### src/rtl/pattern_sequencer.sv
// pattern_sequencer: replays a small pattern of register writes
// {address[2:0], data[4:0]} into the tone generator's write port at a
// programmable tempo. Every write is framed as SETUP (1 tick), STROBE
// (STROBE_TICKS ticks), HOLD (1 tick) and WAIT (tempo ticks), so the slower
// generator always sees a stable address/data around a full-width strobe.
// All sequencing timers advance only on clk edges where en=1.
//
// Ports:
//   clk, rst        system clock, synchronous active-high reset
//   en              tick enable for timers and state changes
//   cfg_we/addr/data  pattern memory write port (not en-gated)
//   seq_len, tempo, loop  run parameters, captured at start
//   start, stop     run control (stop wins over start)
//   write_strobe, address, data  to the generator's register port
//   busy, step_idx, done  status; done pulses one clk on natural end
module pattern_sequencer #(
  parameter int STEPS        = 8,
  parameter int TEMPO_W      = 8,
  parameter int STROBE_TICKS = 2
) (
  input  logic                     clk,
  input  logic                     rst,
  input  logic                     en,
  input  logic                     cfg_we,
  input  logic [$clog2(STEPS)-1:0] cfg_addr,
  input  logic [7:0]               cfg_data,
  input  logic [$clog2(STEPS):0]   seq_len,
  input  logic [TEMPO_W-1:0]       tempo,
  input  logic                     loop,
  input  logic                     start,
  input  logic                     stop,
  output logic                     write_strobe,
  output logic [2:0]               address,
  output logic [4:0]               data,
  output logic                     busy,
  output logic [$clog2(STEPS)-1:0] step_idx,
  output logic                     done
);

  localparam int IW = $clog2(STEPS);
  localparam int SW = $clog2(STROBE_TICKS + 1);
  localparam logic [IW:0] STEPS_L = (IW+1)'(STEPS);

  typedef enum logic [2:0] {IDLE, SETUP, STROBE, HOLD, WAIT} state_t;

  state_t             state, nxt;
  logic [7:0]         mem [STEPS];
  logic [IW-1:0]      len_m1;
  logic [TEMPO_W-1:0] tempo_q;
  logic               loop_q;
  logic [TEMPO_W-1:0] timer;
  logic [SW-1:0]      stb_cnt;
  logic               stop_pend;

  logic               load;
  logic [IW-1:0]      load_idx;
  logic               fin;
  logic [IW-1:0]      len_m1_in;
  logic [TEMPO_W-1:0] tempo_in;

  // Out-of-range lengths play the whole pattern; tempo 0 still waits a tick.
  assign len_m1_in = (seq_len == '0 || seq_len > STEPS_L) ? IW'(STEPS - 1)
                                                          : IW'(seq_len - 1'b1);
  assign tempo_in  = (tempo == '0) ? TEMPO_W'(1) : tempo;

  assign write_strobe = (state == STROBE);
  assign busy         = (state != IDLE);

  always_comb begin
    nxt      = state;
    load     = 1'b0;
    load_idx = '0;
    fin      = 1'b0;
    case (state)
      IDLE: begin
        if (en && start && !stop) begin
          nxt  = SETUP;
          load = 1'b1;
        end
      end
      SETUP: begin
        if (stop)    nxt = IDLE;
        else if (en) nxt = STROBE;
      end
      // stop is deferred here so the strobe is never cut short
      STROBE: begin
        if (en && stb_cnt == '0) nxt = HOLD;
      end
      HOLD: begin
        if (en) nxt = (stop_pend || stop) ? IDLE : WAIT;
      end
      WAIT: begin
        if (stop) begin
          nxt = IDLE;
        end else if (en && timer == TEMPO_W'(1)) begin
          if (step_idx != len_m1) begin
            nxt      = SETUP;
            load     = 1'b1;
            load_idx = step_idx + 1'b1;
          end else if (loop_q) begin
            nxt  = SETUP;
            load = 1'b1;
          end else begin
            nxt = IDLE;
            fin = 1'b1;
          end
        end
      end
      default: nxt = IDLE;
    endcase
  end

  always_ff @(posedge clk) begin
    if (rst) begin
      state     <= IDLE;
      address   <= '0;
      data      <= '0;
      step_idx  <= '0;
      done      <= 1'b0;
      len_m1    <= '0;
      tempo_q   <= '0;
      loop_q    <= 1'b0;
      timer     <= '0;
      stb_cnt   <= '0;
      stop_pend <= 1'b0;
      for (int i = 0; i < STEPS; i++) mem[i] <= '0;
    end else begin
      state <= nxt;
      done  <= fin;

      if (cfg_we) mem[cfg_addr] <= cfg_data;

      if (state == IDLE && nxt == SETUP) begin
        len_m1  <= len_m1_in;
        tempo_q <= tempo_in;
        loop_q  <= loop;
      end

      // Entry is captured on entering SETUP, so it cannot move under a strobe.
      if (load) begin
        step_idx        <= load_idx;
        {address, data} <= mem[load_idx];
      end

      if (state == SETUP && en)
        stb_cnt <= SW'(STROBE_TICKS - 1);
      else if (state == STROBE && en && stb_cnt != '0)
        stb_cnt <= stb_cnt - 1'b1;

      if (state == HOLD && en)
        timer <= tempo_q;
      else if (state == WAIT && en)
        timer <= timer - 1'b1;

      if (nxt == IDLE)
        stop_pend <= 1'b0;
      else if (stop && (state == STROBE || state == HOLD))
        stop_pend <= 1'b1;
    end
  end

endmodule

### config.mk
export PLATFORM = sky130hd
export DESIGN_NAME = pattern_sequencer
export DESIGN_NICKNAME = d
export VERILOG_FILES = /design/src/rtl/pattern_sequencer.sv
export SDC_FILE = /design/constraint.sdc
export NUM_CORES = 1
export LEC_CHECK = 0
export CAP_MARGIN = 20
export CORE_MARGIN = 5
export CORE_UTILIZATION = 37
export DETAILED_ROUTE_END_ITERATION = 16
export HOLD_SLACK_MARGIN = 0.06
export REMOVE_ABC_BUFFERS = 1
export SYNTH_ARGS = -nofsm -noshare
export SYNTH_HDL_FRONTEND = slang
export SYNTH_SLANG_ARGS = --single-unit
### constraint.sdc
create_clock -name clk -period 7 [get_ports clk]
set_clock_uncertainty 0.15 [all_clocks]
set_input_delay 1.75 -clock clk [delete_from_list [all_inputs] [get_ports clk]]
set_output_delay 1.75 -clock clk [all_outputs]
set_load 0.05 [all_outputs]
==> results.txt <==
----------------------------------------------------
[Floorplan]
  Initial core utilization ... 0.381
  Die H ... 125 um
  Core Footprint ... between 10000 and 15000 sq um
  Die Footprint ... 15500 sq um
  Die X ... about 120 um
  Row count ... 41
  Io pins ... 44

[Job]
  Max-capacitance violation count ... 0

[Cells and area]
  Final layout net count ... 533
  Number of antenna diodes ... 0
  Share of cells above drive strength 1 ... 0.0915
  FILL cells ... 1255
  Area Overhead vs Synth ... 18.9%

[Worst setup path]
  Crit path largest cell delay ... 0.69 ns
  Critical Path AT ... 4.40 ns
  Type of the worst setup path ... in2reg
  Cell with the largest stage delay on the worst path ... clkdlybuf4s50_1
  Crit start category ... input pin
  Crit path max fanout ... 11
  Most used cell, CP ... o211ai_1
  CP Data Required Time ... slightly above 7 ns
  Worst path cell trace ... clkdlybuf4s50_1 > or4bb_1 > or4_4 > o21a_4 > a211oi_1 > o211ai_1 > o211ai_1
  Crit. End Element ... register
  Number of buffers and inverters on the critical path ... 1
  Crit path max-delay family ... compound AO/OA/AOI/OAI gates

[Route]
  Sum of routed wire length over all layers ... approximately 12000 um
  Violation count after the first detailed-routing iteration ... 300
  Pre-antenna DRT Iters ... 4
  Post-DRT Antenna Nets ... 0
  Number of vias per cell after detailed routing ... 5.16
  Total vias in the final route ... 3485
  Residual DRC count ... 0
  Detail-routed net length per standard cell ... 17.5 um

[Logic synthesis]
  Seq cells post-synth ... ~100
  Synth cell types ... 49
  EDFF count, synth ... 64
  Post-synthesis cell count ... 461
  Mapped cell area ... 4850 sq um
  Most common flop cell mapped by yosys ... edfxtp_1
  Sequential fraction of the synthesis area ... 0.553
  Share of flip-flops with an asynchronous set or reset after synthesis ... 0
  YS warnings ... 0
  Avg Cell Area, Syn ... about 11 sq um

[CTS]
  Cts-stage hold buffer count ... 0
  Post-cts gate resize count ... 0
  Root cell of the clock tree ... clkbuf_16
  Clock transition at path regs ... 0.07 ns
  Number of buffers created by CTS ... 9
  Clock H-tree levels ... 3
  CTS tree ... yes
  Number of buffers inserted by post-CTS setup repair ... 0
  Total number of clock tree sinks ... 102
  Clk_lat worst skew ... 0.35 ns
  Buffer depth of the longest clock path ... 2

[Global route]
  Wire length of the first global-routing pass ... 19400 um
  Antenna violations before repair ... 0
  GRT overflow ... 0
  Maximum number of pins on one net before global-route repair ... 45
  Vias in the first global route ... 3731
  Combined global-route utilization of all metal layers ... 0.156

[Placed design]
  GP Congestion ... 0.824
  Dpl hpwl ... roughly 8400 um
  Input/output buffers ... 43

[STA]
  Upper clock frequency limit ... 0.233 GHz
  Setup violations, final ... 0
  Unrepaired setup endpoints after global routing ... no
  Setup TNS ... 0 ns
  Minimum clock period ... 4.29 ns
  Final period util ... 0.613
  Max-slew violation count ... 0
  Hold Violations, Final ... 0
  Rel. slew slack ... 0.351
  Slew at the pin closest to its max-slew limit ... 0.974 ns

[Hold path]
  Hold Crit Class ... reg2reg

[Power and ir drop]
  Static leakage power ... 2.00 nW
  IR drop worst, VDD ... 0.180 mV
  Total chip power ... 0.00132 W
  Power per cell area ... ~230 nW/um^2

[Status]
  Result of the run ... finished clean

----------------------------------------------------
-- where the power goes --
part / switching [W] / internal, W / leakage, nW
Combinational: 0.0000528 / 0.0000387 / 0.918
Clock: 0.000230 / 0.000319 / 0.160
Sequential: 0.0000120 / 0.000666 / 0.921
Total: 0.000295 / 0.00102 / 2.00
-- cell usage in the layout (no fill, tap or decap), types with 8 or more instances in the layout --
cell / instances
and2_1: 67
dfxtp_1: 38
clkdlybuf4s50_1: 43
nor2_1: 40
o21ai_0: 18
edfxtp_1: 64
inv_1: 9
nand2_1: 39
nor3_1: 8
clkbuf_16: 9
or2_2: 8
a211oi_1: 8
mux2_2: 13
a21oi_1: 36
-- worst register-to-register path, cell delays in order (launching register included) --
cell and delay, ns:
dfxtp_1 0.36, or4_1 0.69, or4_4 0.56, o21a_4 0.24, a211oi_1 0.44, o211ai_1 0.19, o211ai_1 0.14
-- area by class of cell --
class	instances	area [sq um]	area share
tap	172	215	0.0373
clock buffer	10	229	0.0397
sequential	102	2680	0.465
multi-input combinational	330	2060	0.357
clock inverter	6	97.6	0.0169
inverter	9	33.8	0.00586
timing repair buffer	46	453	0.0785
-- layer usage --
metal / wire, um / part of all wire / global-route usage
met5: 0 / 0 / 0
met4: 101 / 0.0086 / 0.0380
met3: 444 / 0.038 / 0.0313
met2: 5880 / 0.50 / 0.273
met1: 5380 / 0.46 / 0.196
-- registers in the layout, indices dropped and copies added, names as in the netlist --
register and count:
timer 8, tempo_q 8, done 1, loop_q 1, len_m1 3, address 3, state 3, stb_cnt 2
step_idx 3, mem 64, stop_pend 1, data 5
-- worst paths after layout --
path	from	to	slack, ns	cells after the start
worst max-delay path	en	data[3]	2.71	7
worst min-delay path	tempo_q[5]	tempo_q[5]	0.31	2
worst max register to register	timer[2]	data[3]	4.17	6
worst min register to register	tempo_q[5]	tempo_q[5]	0.31	2
-- synth_stat cells, types with 2 or more instances --
cell       n  share of area
a2111o_1   3         0.0070
a211o_1    2         0.0036
a211oi_1   8          0.012
a21oi_1   36          0.037
a311oi_1   4         0.0072
a32oi_1    3         0.0054
and2_1    67          0.086
buf_1      3         0.0023
clkbuf_1  16          0.012
dfxtp_1   38           0.16
edfxtp_1  64           0.40
ha_1       5          0.013
inv_1      9         0.0070
mux2_2    13          0.030
mux2i_1    3         0.0062
nand2_1   39          0.030
nand2b_1   5         0.0064
nand3_1    2         0.0021
nand3b_1   5         0.0077
nand4b_1   2         0.0036
nor2_1    40          0.031
nor2b_1    4         0.0052
nor3_1     8         0.0083
nor4_1     4         0.0052
o211ai_1   5         0.0077
o211ai_2   3         0.0077
o21ai_0   18          0.019
o21bai_1   2         0.0031
o22ai_1    7         0.0090
o32ai_1    3         0.0054
or2_2      8          0.010
or3_1      4         0.0052
or3b_2     2         0.0036
or4_1      2         0.0031
xnor2_1    5         0.0090
xor2_1     6          0.011
-- stage by stage --
stage / setup slack, ns / area (sq um) / util / cells / hold WS, ns
2_1_floorplan: 3.23 / 4770 / - / 441 / 0.270
6_report: 2.71 / 5770 / 0.453 / 675 / 0.313
4_1_cts: 2.77 / 5770 / 0.453 / 675 / 0.313
3_5_place_dp: 2.41 / 5440 / 0.428 / 659 / 0.300
5_1_grt: 2.50 / 5770 / 0.453 / 675 / 0.332
3_3_place_gp: 2.41 / 5440 / 0.428 / 659 / 0.300
-- cell families after synthesis --
kind of cell             after synthesis  share of synthesized area
flip-flops                           102                      0.553
XOR/XNOR                              11                     0.0199
buffers and inverters                 29                     0.0227
AO/OA/AOI/OAI                         98                      0.133
multiplexers                          16                     0.0364
adder cells (fa/ha/maj)                5                     0.0129
AND/OR/NAND/NOR                      200                      0.223
No activity file was read; power rests on OpenSTA's default activity.
==> edit 1 (same flow settings) <==
`TEMPO_W`: 8 -> 12.
--- a/src/rtl/pattern_sequencer.sv
+++ b/src/rtl/pattern_sequencer.sv
@@ -17,3 +17,3 @@
   parameter int STEPS        = 8,
-  parameter int TEMPO_W      = 8,
+  parameter int TEMPO_W      = 12,
   parameter int STROBE_TICKS = 2
Ports: changed (resized tempo); port bits go from 44 to 48. No check against the original RTL was run, so the function may have changed too.
==> edit 1 against the original RTL <==
  * Synthesized area increased by 7.2%
  * Power is 1.1% higher
  * Design area is 5.5% higher
  * Sequential cell count is 8 higher
  * Hold slack worse by 0.0027 ns
  * Wire length is 2.4% higher
  * Setup slack worse by 0.24 ns
  * Die area rose by 6.6%
  * Critical endpoint is now data[1]$_SDFFE_PP0P_
  * Highest routed layer unchanged
==> edit 1: results (changes against the original RTL) <==
Place
  • IO Port Bufs: 47 (was 43)
  • Placed Area: 5780 µm² (was 5440 µm²)
  • Final HPWL DP: 8.66 mm (was 8.38 mm)

Route
  • Vias per inst: 5.19 (was 5.16)
  • Final WL: 12.1 mm (was 11.8 mm)
  • DRT iter0 DRCs: 301 (was 300)
  • WL met1: 5.66 mm (was 5.38 mm)
  • Met3 Wirelength: 587 µm (was 444 µm)
  • Met2 WL: 5.66 mm (was 5.88 mm)

Worst setup path
  • Worst Path Arrival: 4.61 ns (was 4.40 ns)
  • R2r setup slk: 3.98 ns (was 4.17 ns)
  • Crit path max fanout: 15 (was 11)
  • Worst r2r path cells: 5 (was 6)

Global route
  • Vias in the first global route: 3,715 (was 3,731)
  • Grt met2 use: 0.251 (was 0.273)
  • GRT Total Usage: 0.156 (about the same)
  • First-pass GRT wire length: 20.1 mm (was 19.4 mm)

STA
  • Slew headroom: 0.385 (was 0.351)
  • Worst setup margin: 2.47 ns (was 2.71 ns)

Cells and area
  • Regs by FF count: mem: 64 flops, tempo_q: 12 flops, timer: 12 flops (was mem: 64 flops, tempo_q: 8 flops, timer: 8 flops)
  • Share of cells above drive strength 1: 0.0648 (was 0.0915)

Power and ir drop
  • Leakage: 0.00206 µW (was 0.00200 µW)
  • Worst VDD drop: 0.192 mV (was 0.180 mV)

Synthesis
  • Commonest cells in the netlist: and2_1, edfxtp_1, dfxtp_1 (was and2_1, edfxtp_1, nor2_1)
  • Top cells by area, synth: edfxtp_1, dfxtp_1, and2_1, a21oi_1, mux2i_1 (was edfxtp_1, dfxtp_1, and2_1, a21oi_1, nor2_1)

Status
  • Outcome: finished, final reports clean (unchanged)
==> edit 1: cell types whose count changed in the layout (fill, tap and decap cells not counted), moves of 5 or more <==
cell | unedited run | this run
a211oi_1 | 8 | 3
a31oi_1 | 0 | 7
dfxtp_1 | 38 | 46
mux2_2 | 13 | 4
mux2i_1 | 3 | 18
nand3_1 | 2 | 11
nor3_1 | 8 | 15
o2111ai_1 | 1 | 8
o22ai_1 | 7 | 1
==> edit 1: layout make-up <==
cell class,count,area [µm²]
fillers,1302,7740
clock buffers,12,246
inverters,8,30.0
flip-flops and latches,110,2840
repair buffers,49,480
well taps,180,225
clock inverters,4,55.1
multi-input cells,357,2200
==> edit 1: how the worst min path moves through the flow <==
stage / slack, ns / start / cells after the start / to
finish: 0.31 / loop_q$_SDFFE_PP0P_ / 2 / loop_q$_SDFFE_PP0P_
global route: 0.33 / loop_q$_SDFFE_PP0P_ / 2 / loop_q$_SDFFE_PP0P_
CTS: 0.31 / loop_q$_SDFFE_PP0P_ / 2 / loop_q$_SDFFE_PP0P_
detailed placement: 0.30 / loop_q$_SDFFE_PP0P_ / 2 / loop_q$_SDFFE_PP0P_
global placement: 0.29 / loop_q$_SDFFE_PP0P_ / 2 / loop_q$_SDFFE_PP0P_
floorplan: 0.28 / loop_q$_SDFFE_PP0P_ / 2 / loop_q$_SDFFE_PP0P_
==> edit 1: logic make-up after synthesis <==
family,Yosys count,share of synthesized area
xor+xnor,6,0.0101
mux,22,0.0433
fa+ha+maj,5,0.0120
buf+inv,33,0.0294
flops,110,0.547
compound gates,93,0.113
simple gates,231,0.246
==> edit 1: critical path, stage by stage <==
cell and delay [ns]:
clkdlybuf4s50_1 0.69, nor4bb_1 0.40, and4_1 0.33, and4b_1 0.71
mux2i_1 0.27, nor3_1 0.07, or3_1 0.39
==> edit 2 (config.mk and constraints unchanged) <==
Made on the original files. The 5 states of `state_t` get a one-hot encoding in 5 bits.
--- a/src/rtl/pattern_sequencer.sv
+++ b/src/rtl/pattern_sequencer.sv
@@ -43,3 +43,3 @@
 
-  typedef enum logic [2:0] {IDLE, SETUP, STROBE, HOLD, WAIT} state_t;
+  typedef enum logic [4:0] {IDLE = 5'b00001, SETUP = 5'b00010, STROBE = 5'b00100, HOLD = 5'b01000, WAIT = 5'b10000} state_t;
 
Function: same outputs for any inputs over 10 cycles, from zero or initial values and one cycle with rst high; not proved beyond that.
==> edit 2 against the original RTL <==
  * Power barely moved
  * Design area rose by 5.3%
  * Combinational power rose by 18%
  * Largest power group unchanged
  * Sequential cell count rose by 2
  * Synthesized area rose by 5.9%
  * Via count rose by 8.9%
  * Wire length rose by 5.6%
  * Setup slack got worse by 0.12 ns
==> edit 2: results (changes against the original RTL) <==
Status
  • Outcome: finished, final reports clean (unchanged)

Cells and area
  • Seq_cells: 104 (was 102)
  • Non-clock buffer share: 0.0811 (was 0.0785)
  • Clk tree area frac: 0.0504 (was 0.0566)
  • Area of the multi-input gates: 2280 µm² (was 2060 µm²)
  • Share of cells above drive strength 1: 0.0813 (was 0.0915)
  • Nets@finish: 559 (was 533)
  • Non-clock buffers: 52 (was 46)

Min path
  • Hold worst-path end: timer[5]$_SDFFE_PP0P_ (was tempo_q[5]$_SDFFE_PP0P_)

Worst setup path
  • CP peak stage delay: 0.56 ns (was 0.69 ns)
  • Reg2Reg Launch Point: step_idx[0]$_SDFFE_PP0P_ (was timer[2]$_SDFFE_PP0P_)
  • Slowest cell on crit path: nor2_1 (was clkdlybuf4s50_1)
  • Worst Path Arrival: 4.55 ns (was 4.40 ns)
  • Worst Setup SP: stop (was en)

Global route
  • First-pass GRT wire length: 20.5 mm (was 19.4 mm)
  • Vias in the first global route: 3,841 (was 3,731)
  • GRT Total Usage: 0.160 (was 0.156)

Synthesis
  • Adder-cell share of the synthesized area: 0.0122 (was 0.0129)
  • Commonest cells in the netlist: and2_1, edfxtp_1, nor2_1 (unchanged)

Power and ir drop
  • Worst VDD drop: 0.146 mV (was 0.180 mV)
  • Clk network pwr share: 0.394 (was 0.417)
  • Psw: 312 µW (was 295 µW)

STA
  • Actual slew at the worst max-slew pin: 1.03 ns (was 0.974 ns)

Route
  • DR WL/cell: 17.6 µm (was 17.5 µm)
  • DRT iter0 DRCs: 259 (was 300)
  • Vias per inst: 5.35 (was 5.16)

Place
  • Post-place setup slack: 2.13 ns (was 2.41 ns)
-- edit 2: cell count changes after synthesis, sizes merged, moves of 7 or more --
| cell | delta |
|---|---|
| nand2 | -15 |
| mux2i | +17 |
| a21oi | -15 |
| o22ai | -7 |
| nand3 | +12 |
| nor2 | +7 |
-- edit 2: per-stage QoR --
step	total power (µW)	hold slack [ns]	area, µm²	cells	utilization
2_1_floorplan	755	0.275	5040	461	-
5_1_grt	1370	0.349	6080	709	0.441
4_1_cts	1330	0.335	6060	706	0.440
3_5_place_dp	813	0.328	5750	690	0.418
3_3_place_gp	810	0.316	5750	689	0.417
6_report	1320	0.326	6080	709	0.441
-- edit 2: layer usage --
layer / GRT usage / up-vias / wire length (µm)
li1: - / 1857 / -
met1: 0.212 / 1816 / 5590
met2: 0.264 / 105 / 6060
met3: 0.0329 / 16 / 592
met4: 0.0512 / 0 / 231
met5: 0 / - / 0
